===== src/rtl/ps2_host_transmitter.sv =====
// PS/2 host-to-device command transmitter driving the open-drain clock/data pins.
// Define PS2_TX_RESEND_EN to retry a NACKed or timed-out byte up to three times before txError.
module ps2_host_transmitter #(
   parameter int ClkFrequency = 100_000_000,
   parameter int InhibitUs    = 100,
   parameter int TimeoutUs    = 2000
) (
   input  logic       clk,
   input  logic       rst,
   input  logic       txStart,
   input  logic [7:0] txData,
   input  logic       ps2ClkIn,
   input  logic       ps2DataIn,
   output logic       ps2ClkOe,
   output logic       ps2DataOe,
   output logic       txBusy,
   output logic       txDone,
   output logic       txError,
   output logic       txActive
);

   localparam int InhibitCycles = ClkFrequency / 1000000 * InhibitUs;
   localparam int TimeoutCycles = ClkFrequency / 1000000 * TimeoutUs;
   localparam int TimerMax      = (InhibitCycles > TimeoutCycles) ? InhibitCycles : TimeoutCycles;
   localparam int TimerW        = $clog2(TimerMax + 1);
   localparam logic [TimerW-1:0] InhibitLast = TimerW'(InhibitCycles - 1);
   localparam logic [TimerW-1:0] TimeoutLast = TimerW'(TimeoutCycles - 1);
   localparam logic [TimerW-1:0] TimerSat    = TimerW'(TimerMax);

   typedef enum logic [2:0] {IDLE, INHIBIT, REQ, SEND, ACK, WAIT_IDLE} state_t;

   state_t            state, state_next;
   logic [1:0]        clk_sync, data_sync;
   logic              clk_prev;
   logic              clk_s, data_s, fe;
   logic [7:0]        data_reg, data_next;
   logic              parity_reg, parity_next;
   logic [3:0]        bit_cnt, bit_cnt_next;
   logic [TimerW-1:0] timer, timer_next;
   logic              drive_data, drive_data_next;
   logic              done_next, error_next;
   logic              fail;
`ifdef PS2_TX_RESEND_EN
   logic [1:0]        retry_cnt, retry_next;
`endif

   // Synchronizers idle high so a reset never fabricates a falling edge.
   always_ff @(posedge clk) begin
      if (rst) begin
         clk_sync  <= 2'b11;
         data_sync <= 2'b11;
         clk_prev  <= 1'b1;
      end else begin
         clk_sync  <= {clk_sync[0], ps2ClkIn};
         data_sync <= {data_sync[0], ps2DataIn};
         clk_prev  <= clk_sync[1];
      end
   end

   assign clk_s = clk_sync[1];
   assign data_s = data_sync[1];
   assign fe = clk_prev & ~clk_s;

   always_ff @(posedge clk) begin
      if (rst) begin
         state      <= IDLE;
         data_reg   <= '0;
         parity_reg <= 1'b0;
         bit_cnt    <= '0;
         timer      <= '0;
         drive_data <= 1'b0;
         txDone     <= 1'b0;
         txError    <= 1'b0;
`ifdef PS2_TX_RESEND_EN
         retry_cnt  <= '0;
`endif
      end else begin
         state      <= state_next;
         data_reg   <= data_next;
         parity_reg <= parity_next;
         bit_cnt    <= bit_cnt_next;
         timer      <= timer_next;
         drive_data <= drive_data_next;
         txDone     <= done_next;
         txError    <= error_next;
`ifdef PS2_TX_RESEND_EN
         retry_cnt  <= retry_next;
`endif
      end
   end

   // The REQ-state falling edge already shifts out data bit 0, so in SEND
   // bit_cnt is the index of the bit driven on the current edge.
   always_comb begin
      state_next      = state;
      data_next       = data_reg;
      parity_next     = parity_reg;
      bit_cnt_next    = bit_cnt;
      timer_next      = (timer == TimerSat) ? timer : timer + 1'b1;
      drive_data_next = drive_data;
      done_next       = 1'b0;
      error_next      = 1'b0;
      fail            = 1'b0;
`ifdef PS2_TX_RESEND_EN
      retry_next      = retry_cnt;
`endif
      case (state)
         IDLE: begin
            timer_next      = '0;
            drive_data_next = 1'b0;
            if (txStart) begin
               data_next   = txData;
               parity_next = ~^txData;
               state_next  = INHIBIT;
`ifdef PS2_TX_RESEND_EN
               retry_next  = '0;
`endif
            end
         end
         INHIBIT: begin
            if (timer == InhibitLast) begin
               state_next      = REQ;
               timer_next      = '0;
               bit_cnt_next    = '0;
               drive_data_next = 1'b1;
            end
         end
         REQ: begin
            if (fe) begin
               drive_data_next = ~data_reg[0];
               bit_cnt_next    = 4'd1;
               timer_next      = '0;
               state_next      = SEND;
            end else if (timer == TimeoutLast) begin
               fail = 1'b1;
            end
         end
         SEND: begin
            if (fe) begin
               timer_next   = '0;
               bit_cnt_next = bit_cnt + 4'd1;
               if (bit_cnt < 4'd8) begin
                  drive_data_next = ~data_reg[bit_cnt[2:0]];
               end else if (bit_cnt == 4'd8) begin
                  drive_data_next = ~parity_reg;
               end else begin
                  drive_data_next = 1'b0;
                  state_next      = ACK;
               end
            end else if (timer == TimeoutLast) begin
               fail = 1'b1;
            end
         end
         ACK: begin
            if (fe) begin
               timer_next = '0;
               if (!data_s) state_next = WAIT_IDLE;
               else fail = 1'b1;
            end else if (timer == TimeoutLast) begin
               fail = 1'b1;
            end
         end
         WAIT_IDLE: begin
            if (clk_s && data_s) begin
               state_next = IDLE;
               done_next  = 1'b1;
            end else if (fe) begin
               timer_next = '0;
            end else if (timer == TimeoutLast) begin
               fail = 1'b1;
            end
         end
         default: state_next = IDLE;
      endcase

      if (fail) begin
         drive_data_next = 1'b0;
`ifdef PS2_TX_RESEND_EN
         if (retry_cnt == 2'd3) begin
            state_next = IDLE;
            error_next = 1'b1;
         end else begin
            retry_next = retry_cnt + 2'd1;
            state_next = INHIBIT;
            timer_next = '0;
         end
`else
         state_next = IDLE;
         error_next = 1'b1;
`endif
      end
   end

   assign ps2ClkOe  = (state == INHIBIT);
   assign ps2DataOe = drive_data | ((state == INHIBIT) && (timer == InhibitLast));
   assign txBusy    = (state != IDLE);
   assign txActive  = (state != IDLE);

endmodule


===== config.mk =====
export PLATFORM = sky130hd
export DESIGN_NAME = ps2_host_transmitter
export DESIGN_NICKNAME = d
export VERILOG_FILES = /design/src/rtl/ps2_host_transmitter.sv
export SDC_FILE = /design/constraint.sdc
export NUM_CORES = 1
export LEC_CHECK = 0
export CAP_MARGIN = 20
export CORE_UTILIZATION = 50
export CTS_CLUSTER_DIAMETER = 60
export DETAILED_ROUTE_END_ITERATION = 16
export DONT_BUFFER_PORTS = 1
export GPL_TIMING_DRIVEN = 0
export HOLD_SLACK_MARGIN = 0.12
export PLACE_DENSITY = 0.62
export SETUP_SLACK_MARGIN = 0.02
export SYNTH_ARGS = -nofsm -noshare
export SYNTH_HDL_FRONTEND = slang
export SYNTH_SLANG_ARGS = --single-unit
export TNS_END_PERCENT = 50

===== constraint.sdc =====
create_clock -name clk -period 4.7 [get_ports clk]
set_input_delay 0.94 -clock clk [delete_from_list [all_inputs] [get_ports clk]]
set_output_delay 0.94 -clock clk [all_outputs]
set_load 0.02 [all_outputs]

==> Word-level counts from Yosys, hierarchy flattened <==
Index checks and enable logic that the tools add are counted.
{ "word_totals": {"latchBits": 0, "reg_bits": 42, "mem_bits_rw": 0, "out_inout_bits": 6, "rom_bits": 0, "memories": 0} }
{ "classes": {"n_reduce_logical": 15, "shift": 0, "bitwise": 7, "mux": 35, "order_cmp": 2, "n_addsub": 2, "eq_ne": 18, "multipliers": 0, "n_div": 0} }
{ "op_table": {"columns": ["op", "n"], "rows": [
  ["2-to-1 mux 18 bit", 4],
  ["case mux 18 bit (4 select lines)", 1],
  ["equality test 18 bit (second input constant)", 2],
  ["2-to-1 mux 3 bit", 9],
  ["adder 18 x 1 -> 18 bit (second input constant)", 1],
  ["equality test 18 x 14 -> 1 bit (second input constant)", 1],
  ["case mux 3 bit (6 select lines)", 1],
  ["!= test 2 bit (second input constant)", 8],
  ["2-to-1 mux 1 bit", 13],
  ["2-to-1 mux 4 bit", 3],
  ["case mux 4 bit (3 select lines)", 1],
  ["AND reduction 9 bit", 1],
  ["AND reduction 4 bit", 2],
  ["XNOR reduction 8 bit", 1],
  ["equality test 3 x 2 -> 1 bit (second input constant)", 2],
  ["equality test 3 bit (second input constant)", 2],
  ["nonzero test 3 bit", 2],
  ["OR reduction 2 bit", 3],
  ["NOT 1 bit", 5],
  ["adder 4 x 1 -> 4 bit (second input constant)", 1],
  ["equality test 4 bit (second input constant)", 1],
  ["< comparator 3 x 4 -> 1 bit (second input constant)", 1],
  ["< comparator 4 bit (second input constant)", 1],
  ["case mux 1 bit (4 select lines)", 1],
  ["11 further kinds", 12]
]} }

==> Logic depth before layout (Yosys ltp) <==
Gate-level depths: netlist of run 1.
{ "logic_depth": {"word_depth": 6, "ltp_mapped": 7} }

==> Worst setup path after synthesis of run 1 <==
OpenSTA, ideal clock, no wires.
{ "synth_path": {"path_type": "reg2out", "from": "register timer[7]", "to": "output ps2DataOe", "setup_slack_ns": 2.261, "t_arrival_ns": 1.499, "required_ns": 3.760, "path_stages_with_launch": 5, "cell_sequence": "dfxtp_1 -> or4_4 -> and4b_2 -> nand3_1 -> nand2b_1"} }
{ "synth_via": {"elab_chain_cells": 3} }
{ "synth_rtl": {"columns": ["item", "line", "source"], "rows": [
  ["start: declaration", "39", "logic [TimerW-1:0] timer, timer_next;"],
  ["start signal: assignment", "82", "timer <= timer_next;"],
  ["equality test 18 x 14 -> 1 bit", "195", "assign ps2DataOe = drive_data | ((state == INHIBIT) && (timer == InhibitLast));"],
  ["logical AND 1 bit", "195", null],
  ["bitwise OR 1 bit", "195", null],
  ["end: declaration", "15", "output logic ps2DataOe,"]
]} }
Every way passes these cells.

==> Worst setup path in the final report of run 1 <==
Same ends and word-level chain as after synthesis.

==> metrics, run 1 <==
status completed; GPL Wtd Cong 0.791; Slew Limit Fails 0; Worst-Margin Slew 0.638 ns; clock root buffer clkbuf_8; NetSw 0.257 mW; pwr/cell area 386 mW/mm^2; cell taking the most area after synthesis dfxtp_1; Int Pwr 0.667 mW; Synth area leaders dfxtp_1 38%, xnor2_1 7.6%, nor2_1 5.5%, nand2_1 5.3%, a21oi_1 3.9%; fraction of layout cells with a size suffix above 1 10.1%; crit-path cells or4_4 > and4b_2 > nand3_1 > nand2b_1; Layout area overhead 9.37%; n_diodes 0; H-tree depth 2; Post-synth EDFFs 0; post-CTS setup buffers 0; core region area 0.00412 mm^2; total chip power 0.925 mW; final setup TNS 0 ns; first-pass GRT wire length 7190 um; CTS buffer count 5; Synth async-reset ratio 0%; top cell type's share of synthesized area 38.4%; Worst-path clk slew 0.08 ns; # IOs 19; Tot GR Track Use 21.2%; Combinational Power Share 19.2%; slowest stage delay, CP 0.55 ns; CTS Buffer Depth 2; vias per inst 5.54; Die X-Extent 68.2 um; Leakage 0.796 nW; slowest CP cell or4_4; Initial Util 53.2%; min Tclk post-route 2.94 ns; Synth Instances 259; ys flop type dfxtp_1; min-delay worst type reg -> reg; HPWL after DPL 3230 um; Setup CP Type reg -> out; # DRC 0; max-cap violations 0; Max rail drop VDD 180 uV; Netlist Area Pre-Place 0.00219 mm^2; Routed WL per cell 14.2 um; Yosys warnings 0; FP Rows 23; CP required 3.76 ns; CTS tree yes; largest net degree at the start of global routing 14; Crit Path Max Fanout 5; worst path buffer plus inverter count 0; clock latency on the worst-skew pair 0.30 ns; CTS resizes 0; Detailed Routing Iterations Pass 1 4; Final Hold Viols 0; Top Family by Delay on Critical Path simple AND/OR/NAND/NOR gates; Netlist cell types 50; commonest non-fill, non-tap cell in the layout dfxtp_1; DR vias 1755; total gr overflow 0; DIE AREA 0.00465 mm^2; Critical Path AT 2.00 ns; vias in the first global route 1518; clock power share 38.4%; Synth Register Bits 42; Max Freq 0.341 GHz; Die Y 68.2 um; CTS Sinks 42; CP Launch Type flip-flop; commonest cells after routing, fill and taps aside 42 x dfxtp_1, 32 x nor2_1, 31 x nand2_1; Final Routed Wirelength 4510 um; RSZ-0062 raised after global routing no; critical path capture point type output port; Port-buffer cells 0; nets@finish 283; post-synthesis net count 276; Switching Share 27.8%; part of the Yosys area used for sequential elements 38.4%; synthesized area per cell 8.45 um^2; # hold bufs at CTS 0; max reg flops 18; fin crit share 62.5%; Starting DRT DRC Count 123; count of final setup violators 0; initial antenna violation count 0; Final ANT Viol Nets 0; Fin Clk Skew 0.00523 ns; part of the power in registers 42.4%; relative slew slack 57.1%
routing by layer:
metal	wire length, um	global-route usage (%)	up-vias
li1	-	-	912
met1	2410	30.5	791
met2	1790	29.2	43
met3	222	6.00	9
met4	85	8.59	0
met5	0	0	-
power by group through the flow:
stage | Clock (mW) | Combinational (mW) | Sequential (mW)
after global placement | 0 | 0.176 | 0.400
after detailed placement | 0 | 0.178 | 0.401
after global routing | 0.375 | 0.200 | 0.397
after floorplan | 0 | 0.148 | 0.396
after CTS | 0.363 | 0.179 | 0.393
final | 0.355 | 0.177 | 0.392
worst paths after layout:
| path | slack, ns | cells past startpoint | startpoint | endpoint |
|---|---|---|---|---|
| worst max-delay path | 1.76 | 4 | timer[7]$_SDFF_PP0_ | ps2DataOe |
| worst min-delay path | 0.41 | 1 | clk_sync[0]$_SDFF_PP1_ | clk_sync[1]$_SDFF_PP1_ |
| worst max register to register | 2.69 | 5 | bit_cnt[0]$_SDFFE_PP0P_ | drive_data$_SDFFE_PP0P_ |
| worst min register to register | 0.41 | 1 | clk_sync[0]$_SDFF_PP1_ | clk_sync[1]$_SDFF_PP1_ |
cells by family after synthesis:
logic type	count (synthesis)	share of synthesized area (%)
AO/OA/AOI/OAI	41	13.3
XOR/XNOR	24	9.60
adder cells (fa/ha/maj)	5	2.74
buffers and inverters	17	3.43
flip-flops	42	38.4
multiplexers	3	2.51
AND/OR/NAND/NOR	127	30.1
through the flow:
stage               worst slack [ns]  utilization [%]  std cells  area, um^2  hold slack [ns]
finish                          1.76             58.2        317        2390            0.412
detailed placement              2.10             54.7        309        2250            0.395
global route                    1.65             58.2        317        2390            0.421
global placement                2.10             54.7        309        2250            0.390
CTS                             1.75             58.2        317        2390            0.414
floorplan                       2.26                -        259        2190            0.389
cell type report:
cell class / instances / area [um^2]
Clock inverter: 2 / 60.1
Fill cell: 409 / 1720
Tap cell: 50 / 62.6
Inverter: 7 / 26.3
Clock buffer: 6 / 82.6
Sequential cell: 42 / 841
Buffer: 10 / 48.8
Multi-Input combinational cell: 200 / 1270
cell usage after synthesis, types with 2 or more instances:
cell and n:
nor3b_1 4, nand4_1 4, nor3_2 2, nor2_1 32, nor3_1 6, nor2b_1 4
inv_1 7, xor2_1 5, and3_1 6, nand3_1 12, nor4_1 2, mux4_2 2
xnor2_1 19, dfxtp_1 42, o21ai_0 8, nand2_1 31, nand2b_1 8, clkbuf_1 8
or2_2 5, nand4b_1 3, a21oi_1 17, ha_1 4
Note: power is estimated with default switching activity, not from simulation.
==> run 2, diff against run 1 <==
clock period = 3 ns   (was 4.7 ns; I/O delays follow)
==> results of run 2 <==
The final DEF is identical to that of run 1. Status: completed.
Main changes from that run: setup slack after placement 2.10 ns -> 0.735 ns; setup slack after layout 1.76 ns -> 0.405 ns; hold slack 0.412 ns -> 0.399 ns; register-to-register setup slack 2.69 ns -> 0.99 ns; end point of the worst hold path clk_sync[1]$_SDFF_PP1_ -> clk_sync[0]$_SDFF_PP1_; total power 0.925 mW -> 1.45 mW; worst IR drop on VDD 180 uV -> 283 uV
==> RTL change (flow settings as in run 1) <==
`ClkFrequency`: 100_000_000 -> 400_000_000.
--- a/src/rtl/ps2_host_transmitter.sv
+++ b/src/rtl/ps2_host_transmitter.sv
@@ -1,7 +1,7 @@
 // PS/2 host-to-device command transmitter driving the open-drain clock/data pins.
 // Define PS2_TX_RESEND_EN to retry a NACKed or timed-out byte up to three times before txError.
 module ps2_host_transmitter #(
-   parameter int ClkFrequency = 100_000_000,
+   parameter int ClkFrequency = 400_000_000,
    parameter int InhibitUs    = 100,
    parameter int TimeoutUs    = 2000
 ) (
Behaviour: no difference found for any inputs over 10 cycles, from zero or initial values and one cycle with rst high; that may be too few to reach the edited logic, so the function may still have changed.
==> RTL change against run 1 <==
Final area is 1.1% higher. Power is 18% lower. Utilization shrank 2.6 points. Wire length grew 2.6%. Sequential power grew 3%. Setup slack worse by 420 ps. Clock power decreased by 36%. Area after synthesis rose by 3.9%. Sequential cell count rose by 2. Largest power group unchanged.
==> RTL change: results (changes against run 1) <==
The met2 track demand over resource in global routing is 28.8% (-0.36 points). The count of cells resized by post-cts repair is 0 (unchanged). The H-tree level count is 2 (unchanged). The worst voltage drop across the vdd grid came to 0.142 mV (-21%). The met1 demand-to-capacity share in global routing is 30.3% (-0.15 points). The post-detailed-routing wire length came out at 4630 um (+2.6%).

The proportion of layout cells with a drive suffix above 1 is 8.39% (-1.7 points). The kind of cell with the highest combined delay along the critical path is simple AND/OR/NAND/NOR gates. The count of different cell masters after synthesis came out at 49 (-2.0%). The arithmetic-cell share of the synthesized area counting full adders, half adders and majority gates came to 2.20% (-0.54 points). The insertion delay of the later-clocked pin in the worst-skew pair is 300 ps (about the same).

The post-route clock skew came out at 3.01 ps (-2.23 ps). The via count of the first global-routing pass is 1,699 (+12%). The number of I/O port buffers is 0 (unchanged). The total global routing track utilization came out at 20.4% (-0.81 points).

The routability congestion estimate came out at 0.814 (+2.8%). The initial antenna violation count came out at 0 (unchanged). The estimated wirelength of the detail-placed design came out at 3440 um (+6.4%). The portion of netlist area occupied by mux cells is 1.82% (-0.70 points). The maximum clock insertion buffer count is 2 (unchanged). The average vias per placed instance came out at 5.61 (+1.4%).

The final antenna diode count came out at 0 (unchanged). The share of flip-flops with an asynchronous set or reset after synthesis is 0% (unchanged). The root buffer cell is sky130_fd_sc_hd__clkbuf_8. The flip-flop count of the largest register after layout was 20 (+2). The actual slew at the worst max-slew pin is 487 ps (-151 ps).

The first-pass GRT wire length is 7980 um (+11%). The worst hold path belongs to the class reg -> reg. The pin count of the biggest net entering global routing is 14 (unchanged). The clock transition at the register clock pins on the worst setup and hold paths after CTS came out at 80 ps (about the same). The delay of the slowest critical-path stage was 510 ps (-40 ps). By area the synthesized netlist is led by sky130_fd_sc_hd__dfxtp_1 (39%), sky130_fd_sc_hd__nand2_1 (5.8%), sky130_fd_sc_hd__xnor2_1 (5.8%). The run finished with clean final reports. The met3 demand-to-capacity share in global routing came out at 5.52% (-0.48 points). The post-synthesis compound-gate area fraction is 12.5% (-0.77 points).

The count of TritonRoute iterations in the first routing pass came out at 4 (unchanged). The total nets after synthesis came out at 296 (+7.2%). The CTS buffer count was 5 (unchanged).

The number of setup buffers added after CTS was 0 (unchanged). In the synthesized netlist, the cells that appear most often are sky130_fd_sc_hd__dfxtp_1 (44), sky130_fd_sc_hd__nand2_1 (35), sky130_fd_sc_hd__nor2_1 (30). The violation count after the first detailed-routing iteration is 120 (-2.4%).

The worst-path maximum fanout is 5 (unchanged). The Yosys warning count came to 0 (unchanged). The count of hold buffers inserted by post-cts repair came out at 0 (unchanged). Among all stages on the critical path, the largest delay is contributed by sky130_fd_sc_hd__or4_1.

The xor-xnor portion of the synthesized cell area was 9.63% (+0.026 points). The leakage power was 0.835 nW (+4.9%). The sequential fraction of the synthesis area is 38.7% (+0.32 points).
## RTL change: final timing paths
path	startpoint	endpoint	slack (ps)	cells after the start
max reg2reg	timer[15]	drive_data	2240	5
min reg2reg	data_sync[0]	data_sync[1]	420	1
min	data_sync[0]	data_sync[1]	420	1
max	timer[15]	ps2DataOe	1350	4
## RTL change: cell type report
cell class | instances | area, um2
fill | 420 | 1930
clock inverter | 2 | 12.5
inverter | 13 | 48.8
sequential | 44 | 881
tap | 52 | 65.1
multi-input combinational | 210 | 1280
buffer | 12 | 65.1
clock buffer | 5 | 68.8
## RTL change: cell families (layout without fill, tap and decap cells)
family                     Yosys count  count (layout)
AOI/OAI and AO/OA                   43              43
xor gates and xnor gates            25              25
adders and majority gates            4               4
buffers and inverters               25              32
DFF                                 44              44
muxes                                4               4
and+or+nand+nor                    134             134
## RTL change: per-layer routing
layer | vias up | part of all wire [%]
met4 | 0 | 1.1
met3 | 5 | 5.1
met2 | 42 | 42
li1 | 982 | -
met5 | - | 0
met1 | 868 | 52
## RTL change: where the power goes
part	total, W	internal, W	switching (W)	leakage [nW]
sequential	0.000402	0.000388	0.0000140	0.357
clock	0.000228	0.000101	0.000128	0.0400
combinational	0.000127	0.0000495	0.0000772	0.438
total	0.000758	0.000539	0.000219	0.835
## RTL change: metrics by stage
stage	utilization (%)	hold slack, ps	setup WS (ps)	cells	instance area, um2
2_1_floorplan	-	389	1980	279	2270
4_1_cts	55.6	422	1310	338	2420
3_5_place_dp	53.7	397	1650	331	2340
3_3_place_gp	53.7	408	1630	331	2340
6_report	55.6	417	1350	338	2420
5_1_grt	55.6	445	1220	338	2420
